### config.mk
export PLATFORM = sky130hd
export DESIGN_NAME = hdmi_timing_gen
export DESIGN_NICKNAME = d
export VERILOG_FILES = /design/src/rtl/hdmi_timing_gen.sv
export SDC_FILE = /design/constraint.sdc
export NUM_CORES = 1
export LEC_CHECK = 0
export CAP_MARGIN = 15
export CORE_MARGIN = 2
export CORE_UTILIZATION = 31
export CTS_BUF_LIST = sky130_fd_sc_hd__clkbuf_8
export DETAILED_ROUTE_END_ITERATION = 12
export SLEW_MARGIN = 15
export SYNTH_ARGS = -nofsm -noshare
export SYNTH_HDL_FRONTEND = slang
export SYNTH_SLANG_ARGS = --single-unit
### constraint.sdc
create_clock -name hdmi_clk -period 2.5 [get_ports hdmi_clk]
set_clock_uncertainty 0.1 [all_clocks]
set_input_delay 0.375 -clock hdmi_clk [delete_from_list [all_inputs] [get_ports hdmi_clk]]
set_output_delay 0.375 -clock hdmi_clk [all_outputs]
set_load 0.03 [all_outputs]
### src/rtl/hdmi_timing_gen.sv
// Raster timing generator for the HDMI output path: free-running h/v counters,
// zero-latency blank/frame flags for the line-buffer FIFO, and a one-stage registered video output.
module hdmi_timing_gen #(
   parameter int H_ACTIVE = 1280,
   parameter int H_FP     = 110,
   parameter int H_SYNC   = 40,
   parameter int H_BP     = 220,
   parameter int V_ACTIVE = 720,
   parameter int V_FP     = 5,
   parameter int V_SYNC   = 5,
   parameter int V_BP     = 20,
   parameter bit SYNC_POL = 1'b1
) (
   input  logic        hdmi_clk,
   input  logic        hdmi_reset_n,
   input  logic [23:0] hdmi_pix,
   input  logic        hdmi_pix_vld,
   output logic        hdmi_frame,
   output logic        hdmi_blank,
   output logic [23:0] vid_pix,
   output logic        vid_de,
   output logic        vid_hsync,
   output logic        vid_vsync,
   output logic [15:0] underrun_cnt
);

   localparam int H_TOTAL      = H_ACTIVE + H_FP + H_SYNC + H_BP;
   localparam int V_TOTAL      = V_ACTIVE + V_FP + V_SYNC + V_BP;
   localparam int HW           = $clog2(H_TOTAL);
   localparam int VW           = $clog2(V_TOTAL);
   localparam int H_SYNC_START = H_ACTIVE + H_FP;
   localparam int H_SYNC_END   = H_SYNC_START + H_SYNC;
   localparam int V_SYNC_START = V_ACTIVE + V_FP;
   localparam int V_SYNC_END   = V_SYNC_START + V_SYNC;
   localparam logic [HW-1:0] H_LAST = HW'(H_TOTAL - 1);
   localparam logic [VW-1:0] V_LAST = VW'(V_TOTAL - 1);

   typedef enum logic {
      ST_RESET,
      ST_RUN
   } state_t;

   state_t        state_q;
   logic [HW-1:0] h_cnt_q, h_cnt_d;
   logic [VW-1:0] v_cnt_q, v_cnt_d;
   logic [23:0]   vid_pix_q, vid_pix_d;
   logic          vid_de_q, vid_de_d;
   logic          vid_hsync_q, vid_hsync_d;
   logic          vid_vsync_q, vid_vsync_d;
   logic [15:0]   underrun_q, underrun_d;
   logic          active;
   logic          in_hsync;
   logic          in_vsync;

   always_comb begin
      h_cnt_d = h_cnt_q;
      v_cnt_d = v_cnt_q;
      // Pixel (0,0) is presented during the release cycle itself, so leaving RESET resumes at pixel 1.
      unique case (state_q)
         ST_RUN: begin
            if (h_cnt_q == H_LAST) begin
               h_cnt_d = '0;
               v_cnt_d = (v_cnt_q == V_LAST) ? '0 : v_cnt_q + VW'(1);
            end else begin
               h_cnt_d = h_cnt_q + HW'(1);
            end
         end
         default: begin
            h_cnt_d = HW'(1);
            v_cnt_d = '0;
         end
      endcase

      active     = hdmi_reset_n && (int'(h_cnt_q) < H_ACTIVE) && (int'(v_cnt_q) < V_ACTIVE);
      hdmi_blank = ~active;
      hdmi_frame = hdmi_reset_n && (int'(v_cnt_q) < V_ACTIVE);
      in_hsync   = (int'(h_cnt_q) >= H_SYNC_START) && (int'(h_cnt_q) < H_SYNC_END);
      in_vsync   = (int'(v_cnt_q) >= V_SYNC_START) && (int'(v_cnt_q) < V_SYNC_END);

      vid_de_d    = active;
      vid_hsync_d = in_hsync ? SYNC_POL : ~SYNC_POL;
      vid_vsync_d = in_vsync ? SYNC_POL : ~SYNC_POL;
      vid_pix_d   = (active && hdmi_pix_vld) ? hdmi_pix : 24'h000000;

      underrun_d = underrun_q;
      if (active && !hdmi_pix_vld && (underrun_q != 16'hFFFF)) begin
         underrun_d = underrun_q + 16'd1;
      end
   end

   always_ff @(posedge hdmi_clk) begin
      if (!hdmi_reset_n) begin
         state_q     <= ST_RESET;
         h_cnt_q     <= '0;
         v_cnt_q     <= '0;
         vid_de_q    <= 1'b0;
         vid_pix_q   <= 24'h000000;
         vid_hsync_q <= ~SYNC_POL;
         vid_vsync_q <= ~SYNC_POL;
         underrun_q  <= 16'h0000;
      end else begin
         state_q     <= ST_RUN;
         h_cnt_q     <= h_cnt_d;
         v_cnt_q     <= v_cnt_d;
         vid_de_q    <= vid_de_d;
         vid_pix_q   <= vid_pix_d;
         vid_hsync_q <= vid_hsync_d;
         vid_vsync_q <= vid_vsync_d;
         underrun_q  <= underrun_d;
      end
   end

   assign vid_pix      = vid_pix_q;
   assign vid_de       = vid_de_q;
   assign vid_hsync    = vid_hsync_q;
   assign vid_vsync    = vid_vsync_q;
   assign underrun_cnt = underrun_q;

endmodule

# Word-level counts from Yosys, hierarchy flattened
# Cells that the tools add are included.
[totals] word_cells=42 output_inout_bits=45 in_bits=27 ff_bits=65
[classes] magnitude_cmp=6 eq_ne=3 n_reduce_logical=12 n_bitwise=3 n_mux=6 n_addsub=3
[ops] cell="$lt A11 B11 Y1 const B" n=2
[ops] cell="$lt A10 B10 Y1 const B" n=2
[ops] cell="$add A16 B1 Y16 const B" n=1
[ops] cell="$ne A16 B16 Y1 const B" n=1
[ops] cell="$add A11 B1 Y11 const B" n=1
[ops] cell="$eq A11 B11 Y1 const B" n=1
[ops] cell="$ge A11 B11 Y1 const B" n=1
[ops] cell="$add A10 B1 Y10 const B" n=1
[ops] cell="$eq A10 B10 Y1 const B" n=1
[ops] cell="$ge A10 B10 Y1 const B" n=1
[ops] cell="$mux W10" n=1
[ops] cell="$logic_and A1 B1 Y1" n=8
[ops] cell="$mux W1" n=5
[ops] cell="$reduce_and A2 Y1" n=2
[ops] cell="$not A1 Y1" n=3
[ops] cell="$reduce_or A3 Y1" n=1
[ops] cell="$logic_not A1 Y1" n=1

# Depth between registers and ports, before layout
[depth] word_depth=5 ltp_mapped=7 depth_no_buf=6

# Worst setup path before layout
# No wires, ideal clock.
[synth_timing] path_type="register -> register" start="register underrun_q[0], in the netlist underrun_cnt[0]" end="register underrun_q[2], in the netlist underrun_cnt[2]" path_slack_ns=0.314 n_path_buf=2 setup_time_ns=0.141 synth_period_minus_slack_ns=2.186 t_arrival_ns=1.946 required_ns=2.259 path_stages_with_launch=8 cell_sequence="dfxtp_1 > ha_1 > nand4_1 > and4b_1 > clkbuf_1 > buf_2 > nor3b_1 > mux2i_1"
[synth_via] elab_chain_len=2 elab_cells_between_ends=3 classes_between="add/sub (1); eq/ne (1); reduce/logical (1)"
[synth_lines] element="from (decl)" line_no="50" text="logic [15:0] underrun_q, underrun_d;"
[synth_lines] element="from (signal assigned)" line_no="109" text="underrun_q <= underrun_d;"
[synth_lines] element="branches (longest 2 deep; another with $add A16 B1 Y16)"
# Several ways; the timed one is not identified.
# A chain may end at the register's enable or synchronous reset.

# Worst setup path after layout
[layout_timing] start="register h_cnt_q[8]" end="output hdmi_blank"
[layout_via] elab_chain_len=4
[layout_lines] element="from (decl)" line_no="44" text="logic [HW-1:0] h_cnt_q, h_cnt_d;"
[layout_lines] element="from (signal assigned)" line_no="103" text="h_cnt_q <= h_cnt_d;"
[layout_lines] element="$lt A11 B11 Y1" line_no="74" text="active = hdmi_reset_n && (int'(h_cnt_q) < H_ACTIVE) && (int'(v_cnt_q) < V_ACTIVE);"
[layout_lines] element="$logic_and A1 B1 Y1 (2 in a row)" line_no="74"
[layout_lines] element="$not A1 Y1" line_no="75" text="hdmi_blank = ~active;"
[layout_lines] element="to (decl)" line_no="19" text="output logic hdmi_blank,"
# Every way passes these cells.

==> results.toml <==
[status]
status = "finished clean"

[synthesis]
ys_top_cells_by_count = "65 x dfxtp_1, 27 x nand2_1, 26 x and3_1, 18 x nor2_1, 17 x a21oi_1"
synth_top_area_share_pct = 47.1
synth_top_area_cell = "dfxtp_1"
ys_ff_latch = 65
async_flop_share_pct = 0
synth_area_leaders = "dfxtp_1 47%, and3_1 5.9%, nand2_1 3.7%"
synth.avg_cell_area_um2 = 9.02
netlist_instances = 306
synth-warning-count = 0
synthFlopType = "dfxtp_1"
synth.net_count = 339
seq_area_frac_synth_pct = 47.1
yosys.cell_count.top_type = "dfxtp_1"
yosys.cell_types.count = 46
netlist_area_mm2 = 0.00276
synth_edf_count = 0

[power]
irDropWorstVdd_uv = 330
p_per_area_mw_per_mm2 = 601
leakage_nw = 1.36

[final_layout]
final_util_pct = 44.4
fin_cells = 492
fill_cells = 878
drive_above_1_share_pct = 7.03
stdcell_area_mm2 = 0.00386
num_antenna_cells = 0
syn2layout_area_growth_pct = 39.7
nets = 413

[worst_setup_path]
timing.rr.start = "h_cnt_q[4]$_SDFF_PP0_"
critPathKind = "flop to primary output"
r2r_slack_ps = 400
critical_path.max_fanout = 7
r2r-end = "v_cnt_q[3]$_SDFFE_PN0N_"
worstPathArrival_ps = 1730
worst-r2r-cell-count = 4
start_kind = "flop"
endpoint_kind = "primary output"
startpoint = "h_cnt_q[8]$_SDFF_PP0_"
crit_required_ps = 2030

[sta]
setup_slack_ps = 300
period_minus_slack_ps = 2200
grt_setup_unrepaired = "no"
setup_viol = 0
tns_ps = 0
hold_violations = 0
slew_violations = 0
worst_slew_pin_slew_ps = 645
fmax_mhz = 454
relSlewSlack_pct = 56.6
finalCritPeriodShare_pct = 88.0

[cts]
tritoncts = "yes"
clock_sinks = 65
clk_latency_ps = 340
cts_root_buf = "clkbuf_8"
clock_path_buffers = 2
clk_pin_slew_ps = 80
htree_levels = 3
cts_made_buffers = 9

[hold_path]
holdCritPathClass = "flop to flop"
worstHoldPathCells = 2
min_to = "v_cnt_q[1]$_SDFFE_PN0N_"
min_from = "state_q$_DFF_P_"

[drt]
vias_per_cell = 4.99
num_vias = 2455
final_antenna_net_count = 0
drt_iter0_markers = 111
wirelength_um = 6430
dr.pass1.iters = 4
drc = 0
wl_per_cell_um = 13.1

[placement]
hpwlAfterDp_um = 4640
gp_congestion = 0.776
postPlaceCellArea_mm2 = 0.00362
io_buffers = 71
post-place-ws_ps = 166
place_inst = 477

[floorplan]
core-area_mm2 = 0.00868
ios = 72
die_w_um = 98.4
num_rows = 34
initial_utilization_pct = 31.8
die_y_um = 98.4
die-area_mm2 = 0.00967

[grt]
first_global_vias = 2327
track_usage_pct = 13.7
overflow = 0
grt_max_degree = 26
grt_pass1_wl_um = 10800
antenna_found_initial = 0

[flow_run]
maxCapViolCount = 0
-- placed cells by master (no fill, tap or decap), drive strengths merged, types with 7 or more instances in the layout --
master,count
a21oi,17
and3,26
buf,10
clkbuf,9
clkdlybuf4s50,69
dfxtp,65
inv,9
mux2i,9
nand2,27
nand2b,9
nand3,14
nor2,18
nor4,11
o21ai,7
or4,8
xnor2,8
-- routing by layer --
layer	wire [um]	global-route usage, %	vias up
li1	-	-	1251
met1	2970	17.4	1131
met2	2810	19.9	68
met3	601	7.23	5
met4	58	4.74	0
met5	0	0	-
-- registers in the layout, summed over array words and instances (netlist names) --
register	count
underrun_cnt	16
h_cnt_q	11
vid_pix	24
vid_vsync	1
vid_de	1
vid_hsync	1
v_cnt_q	10
state_q	1
-- worst max-delay path, stage by stage (launching register included) --
cell and delay, ps:
dfxtp_1 380, o21ai_0 300, and4_1 300, inv_2 40, dlygate4sd2_1 360
-- worst max-delay path by stage --
stage | endpoint | slack [ps] | cells past startpoint
floorplan | underrun_cnt[2]$_SDFFE_PN0P_ | 310 | 7
global route | hdmi_blank | 150 | 4
CTS | hdmi_blank | 270 | 4
finish | hdmi_blank | 300 | 4
detailed placement | hdmi_blank | 170 | 4
global placement | hdmi_blank | 160 | 4
-- report_power, final --
part           internal, mW  leakage (nW)  switching [mW]
registers              1.06         0.529         0.00904
logic                0.0893         0.715          0.0905
clock network         0.664         0.120           0.410
total                  1.81          1.36           0.510
-- final cells by class --
| class | instances | area [um^2] | share of cell area (%) |
|---|---|---|---|
| multi-input cells | 216 | 1360 | 35.3 |
| flip-flops and latches | 65 | 1300 | 33.7 |
| repair buffers | 80 | 787 | 20.4 |
| well taps | 108 | 135 | 3.50 |
| clock buffers | 9 | 124 | 3.21 |
| clock inverters | 6 | 116 | 3.02 |
| inverters | 8 | 30.0 | 0.779 |
-- repair_timing --
action                     CTS  global route
hold endpoints to repair     0             0
hold buffers                 0             0
buffers inserted             0             0
setup endpoints to repair    1             0
resized for setup            1             0
-- metrics by stage --
stage | power [mW] | hold slack, ps
floorplan | 1.17 | 303
global route | 2.41 | 428
CTS | 2.35 | 397
finish | 2.32 | 397
global placement | 1.27 | 379
detailed placement | 1.27 | 384
-- cells by family (layout without fill, tap and decap cells) --
kind of cell | Yosys count | count (layout) | share of synthesized area [%]
simple gates | 150 | 150 | 30.9
flops | 65 | 65 | 47.1
compound gates | 40 | 40 | 9.02
buf+inv | 25 | 103 | 3.49
xor+xnor | 11 | 11 | 3.49
mux | 9 | 9 | 3.26
fa+ha+maj | 6 | 6 | 2.72
Power figures use the tool's default switching activity.
